==> config.mk <==
export PLATFORM = sky130hd
export DESIGN_NAME = tile_object_map
export DESIGN_NICKNAME = d
export VERILOG_FILES = /design/src/rtl/tile_object_map.sv
export SDC_FILE = /design/constraint.sdc
export NUM_CORES = 1
export LEC_CHECK = 0
export ABC_CLOCK_PERIOD_IN_PS = 14100
export BUFFER_PORTS_ARGS = -buffer_cell sky130_fd_sc_hd__buf_4
export CORE_UTILIZATION = 39
export DETAILED_ROUTE_END_ITERATION = 16
export SYNTH_ARGS = -nofsm -noshare
export SYNTH_HDL_FRONTEND = slang
export SYNTH_SLANG_ARGS = --single-unit
==> constraint.sdc <==
create_clock -name clk -period 14.1 [get_ports clk]
set_input_delay 1.41 -clock clk [delete_from_list [all_inputs] [get_ports clk]]
set_output_delay 1.41 -clock clk [all_outputs]
set_load 0.005 [all_outputs]
==> src/rtl/tile_object_map.sv <==
// Tile occupancy store: one object code per screen tile, two registered read ports,
// one write port, a clear sweep and a delayed, collision-safe plate respawn.
module tile_object_map #(
    parameter int NUM_TILES     = 120,
    parameter int IDX_W         = 7,
    parameter int SPR_W         = 3,
    parameter int PLATE_SPR     = 2,
    parameter int INIT_TILE     = 50,
    parameter int PLATE_HOME    = 60,
    parameter int RESPAWN_DELAY = 16
) (
    input  logic             clk,
    input  logic             Reset,
    input  logic             clear_req,
    output logic             busy,
    input  logic             wr_en,
    input  logic [IDX_W-1:0] wr_idx,
    input  logic [SPR_W-1:0] wr_data,
    output logic             wr_rejected,
    input  logic [IDX_W-1:0] rd_a_idx,
    output logic [SPR_W-1:0] rd_a_data,
    input  logic [IDX_W-1:0] rd_b_idx,
    output logic [SPR_W-1:0] rd_b_data,
    input  logic             respawn_req,
    output logic             respawn_pending,
    output logic             respawn_done
);

    // state  | meaning
    // IDLE   | normal operation, reads/writes/respawn allowed
    // SWEEP  | zeroing tile sweep_idx, one tile per cycle
    // REINIT | restoring the plate at INIT_TILE, then back to IDLE
    typedef enum logic [1:0] {
        IDLE   = 2'd0,
        SWEEP  = 2'd1,
        REINIT = 2'd2
    } state_t;

    localparam int CNT_W = $clog2(RESPAWN_DELAY + 1);

    localparam logic [IDX_W:0]   NUM_TILES_L = (IDX_W + 1)'(NUM_TILES);
    localparam logic [IDX_W-1:0] LAST_IDX    = IDX_W'(NUM_TILES - 1);
    localparam logic [IDX_W-1:0] INIT_IDX    = IDX_W'(INIT_TILE);
    localparam logic [IDX_W-1:0] HOME_IDX    = IDX_W'(PLATE_HOME);
    localparam logic [SPR_W-1:0] PLATE_VAL   = SPR_W'(PLATE_SPR);
    localparam logic [CNT_W-1:0] DELAY_VAL   = CNT_W'(RESPAWN_DELAY);

    state_t state_q;
    state_t state_d;

    logic [IDX_W-1:0] sweep_idx;
    logic [SPR_W-1:0] map [NUM_TILES];
    logic [CNT_W-1:0] resp_cnt;

    logic clear_go;
    logic wr_in_range;
    logic wr_ok;
    logic home_hit;
    logic resp_fire;

    assign busy        = (state_q != IDLE);
    assign clear_go    = (state_q == IDLE) && clear_req;
    assign wr_in_range = ({1'b0, wr_idx} < NUM_TILES_L);
    assign wr_ok       = wr_en && !busy && wr_in_range;
    assign home_hit    = wr_ok && (wr_idx == HOME_IDX);

    // A user write to the home tile wins over the respawn; an accepted clear cancels it.
    assign resp_fire = respawn_pending && (resp_cnt == '0) && !busy &&
                       (map[HOME_IDX] == '0) && !home_hit && !clear_go;

    always_ff @(posedge clk or posedge Reset) begin
        if (Reset) begin
            state_q <= IDLE;
        end else begin
            state_q <= state_d;
        end
    end

    always_comb begin
        state_d = state_q;
        case (state_q)
            IDLE: begin
                if (clear_req) begin
                    state_d = SWEEP;
                end
            end
            SWEEP: begin
                if (sweep_idx == LAST_IDX) begin
                    state_d = REINIT;
                end
            end
            REINIT: begin
                state_d = IDLE;
            end
            default: begin
                state_d = IDLE;
            end
        endcase
    end

    always_ff @(posedge clk or posedge Reset) begin
        if (Reset) begin
            sweep_idx <= '0;
        end else if (state_q == SWEEP) begin
            sweep_idx <= sweep_idx + 1'b1;
        end else begin
            sweep_idx <= '0;
        end
    end

    always_ff @(posedge clk or posedge Reset) begin
        if (Reset) begin
            for (int i = 0; i < NUM_TILES; i++) begin
                map[i] <= (i == INIT_TILE) ? PLATE_VAL : '0;
            end
        end else begin
            case (state_q)
                SWEEP: begin
                    map[sweep_idx] <= '0;
                end
                REINIT: begin
                    map[INIT_IDX] <= PLATE_VAL;
                end
                default: begin
                    if (wr_ok) begin
                        map[wr_idx] <= wr_data;
                    end
                    if (resp_fire) begin
                        map[HOME_IDX] <= PLATE_VAL;
                    end
                end
            endcase
        end
    end

    // Read value as the map will look after this cycle's writes (write-first).
    function automatic logic [SPR_W-1:0] read_port(input logic [IDX_W-1:0] idx);
        if (busy || ({1'b0, idx} >= NUM_TILES_L)) begin
            return '0;
        end
        if (resp_fire && (idx == HOME_IDX)) begin
            return PLATE_VAL;
        end
        if (wr_ok && (idx == wr_idx)) begin
            return wr_data;
        end
        return map[idx];
    endfunction

    always_ff @(posedge clk or posedge Reset) begin
        if (Reset) begin
            rd_a_data   <= '0;
            rd_b_data   <= '0;
            wr_rejected <= 1'b0;
        end else begin
            rd_a_data   <= read_port(rd_a_idx);
            rd_b_data   <= read_port(rd_b_idx);
            wr_rejected <= wr_en && !wr_ok;
        end
    end

    always_ff @(posedge clk or posedge Reset) begin
        if (Reset) begin
            respawn_pending <= 1'b0;
            respawn_done    <= 1'b0;
            resp_cnt        <= '0;
        end else begin
            respawn_done <= resp_fire;
            if (clear_go) begin
                respawn_pending <= 1'b0;
                resp_cnt        <= '0;
            end else if (resp_fire) begin
                respawn_pending <= 1'b0;
            end else if (respawn_req && !respawn_pending) begin
                respawn_pending <= 1'b1;
                resp_cnt        <= DELAY_VAL;
            end else if (respawn_pending && (resp_cnt != '0)) begin
                resp_cnt <= resp_cnt - 1'b1;
            end
        end
    end

endmodule

==> metrics, run 1 <==
status finished, violations left; failing checks max-capacitance violations, max-slew violations; VDD IR max 0.08968 mV; Rel. slew slack -6.640%; Max Slew Vio Count 10; Final HPWL DP 60140 um; Reg area 9585 sq um; Final Cell Area 24980 sq um; CTS H-tree depth 2; Combinational Power Share 30.3%; Synth Net Count 2325; RR Startpoint state_q[0]; final clock skew 12.17 ps; nets 2237; Primary FF master, synth dfrtp_1; total wire length 94650 um; vias in the first global route 20234; starting density of the core 39.64%; Clk pwr share 30.8%; Sequential Power Share 38.9%; Seq/Total Area, Yosys 41.75%; layout cells sized above 1 15.02%; Clock Path Buffers 3; drt drc 0; Hold Startpoint map[197]; element type at the critical path start primary input; Post-DRT Antenna Nets 0; Num Clock Sinks 383; drt first-iter violations 3173; post-CTS setup buffer count 0; min Tclk post-route 4932 ps; RSZ-0062 raised after global routing no; Yosys cell types 73; pin count of the biggest net entering global routing 133; Clock Latency Late Sink 590 ps; final worst-path cycle share 34.98%; num ports 39; Int Power 2414 uW; R2R depth 10; EDFF count, synth 0; FFs w/ async S/R, synth 100.0%; die width 244.6 um; Hold Path Stages 2; Pwr Density 154.0 nW/um^2; post-synthesis cell area 22960 sq um; post-synthesis instance total 2289; via/cell ratio 7.007; gr ovfl total 0; syn avg cell area 10.03 sq um; CTS Buf Count 43; Final Hold Viols 0; crit path kind in2reg; endpoint required time on the critical path 14590 ps; CP endpoint kind flop; r2r endpoint map[68]; Worst-path clk slew 60 ps; Tightest Pin Transition 1596 ps; Multi-input gate area 11970 sq um; Arr. time, crit path 5420 ps; drt wl/cell 31.57 um; setup TNS 0 ps; placed cell areas 23540 sq um; GP Congestion 1.022; yosys warns 0; cell row count 88; GRT Overall Usage 31.40%; switching pwr 1432 uW; TritonCTS clock tree done; cts repair resizes 0; global-route wire length before repair 138400 um; initial antenna violation count 1; peak fanout along the critical path 132; register bit total from synthesis 383; core box area 57920 sq um; CTS root buf clkbuf_16; max capacitance violation total 1; Setup Viol. Count Final 0; drt first pass iters 9; DR vias 21006; Layout Utilization 43.13%; Buffers on Ports 38; CTS Hold Bufs 0; Reg2Reg Setup Slack 9460 ps; sw frac 37.23%; # fillers 5524; P_leak 0.009946 uW; Hold Path Class reg2reg; fmax 202.8 MHz; Hold Path Sink map[197]; Area Growth Syn to Fin 8.813%; full die area 59840 sq um; DIE HEIGHT 244.6 um
-- layout make-up --
cell class	instances	share of cell area, %
tap	765	3.832
antenna	2	0.02004
clock buffer	69	5.229
multi-input combinational	1579	47.93
clock inverter	6	0.5309
timing repair buffer	74	2.254
sequential	383	38.37
inverter	120	1.833
-- sequential cells by signal, summed over array words and instances, names as in the netlist --
signal / flops
resp_cnt: 5
sweep_idx: 7
rd_a_data: 3
state_q: 2
wr_rejected: 1
map: 360
rd_b_data: 3
respawn_pending: 1
respawn_done: 1
-- power by group through the flow --
stage | logic [uW] | registers, uW | clock network, uW
floorplan | 800 | 1440 | 0
global placement | 1090 | 1490 | 0
detailed placement | 1110 | 1510 | 0
CTS | 1120 | 1490 | 1190
global route | 1220 | 1520 | 1230
finish | 1170 | 1500 | 1180
-- cells in the mapped netlist, drive strengths merged, types with 10 or more instances --
cell type / instances / area (sq um)
nand2: 102 / 382.9
nor3: 145 / 725.7
mux4: 166 / 3754
nand3: 19 / 95.09
dfrtp: 382 / 9559
inv: 118 / 442.9
clkbuf: 136 / 510.5
xnor2: 11 / 96.34
o211ai: 10 / 75.07
o21ai: 527 / 2638
nor2b: 15 / 93.84
or3: 11 / 68.82
xor2: 10 / 87.58
mux2: 12 / 135.1
a31oi: 119 / 744.5
nor2: 84 / 315.3
a22oi: 17 / 127.6
buf: 71 / 490.5
o22ai: 110 / 688.2
nand2b: 20 / 125.1
a21oi: 15 / 75.07
mux2i: 64 / 640.6
-- worst max-delay path, cell delays in order --
cell     delay [ps]
buf_4           210
nand4_1         240
nor2b_1         260
o21ai_4         120
buf_4           740
buf_4          1110
buf_4           720
nor2_1          180
o22ai_1         230
-- through the flow --
stage,setup slack (ps),hold slack (ps),std cells,total power [uW]
2_1_floorplan,2049,471.0,2289,2237
5_1_grt,9082,545.5,2996,3978
4_1_cts,9462,528.4,2996,3799
3_5_place_dp,8847,516.0,2921,2622
3_3_place_gp,8996,501.6,2921,2584
6_report,9169,524.7,2998,3846
-- cell families (layout without fill, tap and decap cells) --
kind of cell             Yosys count  in the layout  synth area share, %
other                              0              2                    0
AND/OR/NAND/NOR                  442            442                9.391
XOR/XNOR                          21             21               0.8011
AO/OA/AOI/OAI                    867            867                21.62
buffers and inverters            327            269                6.322
flip-flops                       383            383                41.75
adder cells (fa/ha/maj)            7              7               0.3815
multiplexers                     242            242                19.73
-- layout by cell type (no fill, tap or decap), types with 7 or more instances in the layout --
cell type,synthesis,layout
o21ai_0,519,519
dfrtp_1,382,382
mux4_2,162,162
nor3_1,145,144
a31oi_1,119,119
inv_1,115,114
o22ai_1,110,110
nand2_1,102,102
nor2_1,84,84
buf_4,15,72
mux2i_1,64,64
clkbuf_16,0,45
nand3_1,19,19
nand2b_1,20,19
a22oi_1,17,17
nor2b_1,15,15
a21oi_1,15,15
clkbuf_1,136,15
mux2_2,12,12
xnor2_1,11,11
o211ai_1,10,10
xor2_1,10,10
and2_1,9,9
o221ai_1,9,9
clkbuf_8,0,9
a22o_1,8,8
nor4_1,8,8
o21ai_1,8,7
-- layer usage --
layer	vias up	routed length (um)	global-route usage, %
met2	1603	40580	46.03
met1	10490	35620	42.00
met3	379	12320	7.905
met5	-	13	0
li1	8532	-	-
met4	2	6108	18.53
-- worst max path at each step --
| stage | from | endpoint | depth (start not counted) |
|---|---|---|---|
| floorplan | Reset | map[0] | 1 |
| global placement | wr_idx[5] | map[62] | 9 |
| detailed placement | wr_idx[5] | map[86] | 9 |
| CTS | wr_idx[5] | map[68] | 9 |
| global route | wr_idx[5] | map[68] | 9 |
| finish | wr_idx[5] | map[68] | 9 |
Note: power is estimated with default switching activity, not from simulation.
==> run 2: changes to the inputs <==
--- a/config.mk
+++ b/config.mk
@@ -5,7 +5,7 @@
 export SDC_FILE = /design/constraint.sdc
 export NUM_CORES = 1
 export LEC_CHECK = 0
-export ABC_CLOCK_PERIOD_IN_PS = 14100
+export ABC_CLOCK_PERIOD_IN_PS = 4300
 export BUFFER_PORTS_ARGS = -buffer_cell sky130_fd_sc_hd__buf_4
 export CORE_UTILIZATION = 39
 export DETAILED_ROUTE_END_ITERATION = 16
==> constraint.sdc (replaced) <==
create_clock -name clk -period 4.3 [get_ports clk]
set_input_delay 0.43 -clock clk [delete_from_list [all_inputs] [get_ports clk]]
set_output_delay 0.43 -clock clk [all_outputs]
set_load 0.005 [all_outputs]
==> metrics, run 2 (synthesis results as in run 1) <==
Arr. time, crit path 3700 ps; hold slack 105.1 ps; peak fanout along the critical path 114; crit path kind reg2reg; pin count of the biggest net entering global routing 180; fmax 308.4 MHz; Multi-input gate area 11980 sq um; final worst-path cycle share 75.41%; met1 WL 34630 um; Clock Path Buffers 3; DIE HEIGHT 244.6 um; total wire length 94330 um; Max Slew Vio Count 0; cell row count 88; CTS Buf Count 45; starting density of the core 39.64%; fin cells 3032; Final HPWL DP 61280 um; Rel. slew slack 2.139%; top flop regs map: 360 flops, sweep_idx: 7 flops, resp_cnt: 5 flops; drt drc 0; num ports 39; GRT Overall Usage 31.52%; GP Congestion 1.018; element type at the critical path start flop; met3 wire len 12470 um; setup TNS 0 ps; CP max-delay cell buf_4; Clock Latency Late Sink 610 ps; P_leak 0.01017 uW; CP endpoint kind flop; Post-DRT Antenna Nets 0; Final Hold Viols 0; DR vias 21160; most frequent cells in the layout o21ai_0 (519), dfrtp_1 (382), mux4_2 (162); max layer used met5; CTS root buf clkbuf_16; layout cells sized above 1 16.55%; vias in the first global route 20690; Area Growth Syn to Fin 10.42%; endpoint required time on the critical path 4750 ps; global-route wire length before repair 138900 um; max reg flops 360; Most flops, register map; CP Cell Sequence inv_1, ha_1, nand2_1, nor2b_1, o21ai_4, buf_4, or3_1, buf_4, o21ai_0; full die area 59840 sq um; Worst path max stage delay 860 ps; TritonCTS clock tree done; core box area 57920 sq um; Pwr Density 504.5 nW/um^2; WL met2 41060 um; Top cell by count, worst path buf_4; Worst-path clk slew 60 ps; # fillers 5466; CTS H-tree depth 2; via/cell ratio 6.979; most common cell after layout, fill and taps aside o21ai_0; drt first pass iters 6; VDD IR max 0.4023 mV; drt first-iter violations 3311; Setup Viol. Count Final 0; Tightest Pin Transition 1462 ps; die width 244.6 um; initial antenna violation count 2; Reg area 9585 sq um; cts repair resizes 0; Hold Path Class in2reg; min Tclk post-route 3243 ps; nets 2265; Buffers on Ports 38; status completed; RSZ-0062 raised after global routing no; drt wl/cell 31.11 um; max capacitance violation total 0; final clock skew 29.33 ps; gr ovfl total 0; number of cells after detailed placement 2946; Num Clock Sinks 383
run 2: path summary, 6_finish.rpt:
path                             start         endpoint  slack, ps  depth (start not counted)
setup / recovery            state_q[0]         map[107]       1060                          9
hold / removal             respawn_req  respawn_pending        110                          3
setup reg to reg            state_q[0]         map[107]       1060                          9
hold reg to reg               map[312]         map[312]        530                          2
max in group asynchronous        Reset         map[156]       2620                          4
min in group asynchronous        Reset         map[200]        500                          3
run 2: metal layers:
metal / GRT usage [%] / vias to the layer above
met5: 1.471 / -
met1: 41.15 / 10510
li1: - / 8581
met3: 9.250 / 389
met2: 46.19 / 1672
met4: 18.69 / 8
run 2: repair_timing:
item	in CTS	in global routing
hold buffers	1	0
buffers inserted	0	0
hold endpoints to repair	25	0
run 2: through the flow:
stage	area (sq um)	util, %	setup WS, ps	power [uW]
after floorplan	22960	-	-1277	7336
final	25350	43.77	1057	12790
after global placement	23800	41.09	1134	8513
after CTS	25350	43.77	1145	12650
after detailed placement	23800	41.09	1030	8639
after global routing	25350	43.77	906.5	13250
run 2: worst max-delay path, delay by kind of cell (launching register included):
family	cells	cell delay, ps
flip-flops	1	390
AND/OR/NAND/NOR	3	530
adder cells (fa/ha/maj)	1	260
AO/OA/AOI/OAI	2	510
buffers and inverters	3	1340
run 2: layout make-up:
| cell class | instances | share of cell area [%] |
|---|---|---|
| Multi-Input combinational cell | 1579 | 47.24 |
| Sequential cell | 383 | 37.81 |
| Clock buffer | 66 | 5.276 |
| Tap cell | 765 | 3.776 |
| Timing Repair Buffer | 100 | 3.297 |
| Inverter | 120 | 1.792 |
| Clock inverter | 18 | 0.7947 |
| Antenna cell | 1 | 0.009872 |
run 2: report_power, final:
group	switching, uW	internal [uW]	total (uW)
clock	1630	2400	4030
sequential	611	4320	4930
combinational	2500	1330	3830
total	4740	8050	12800
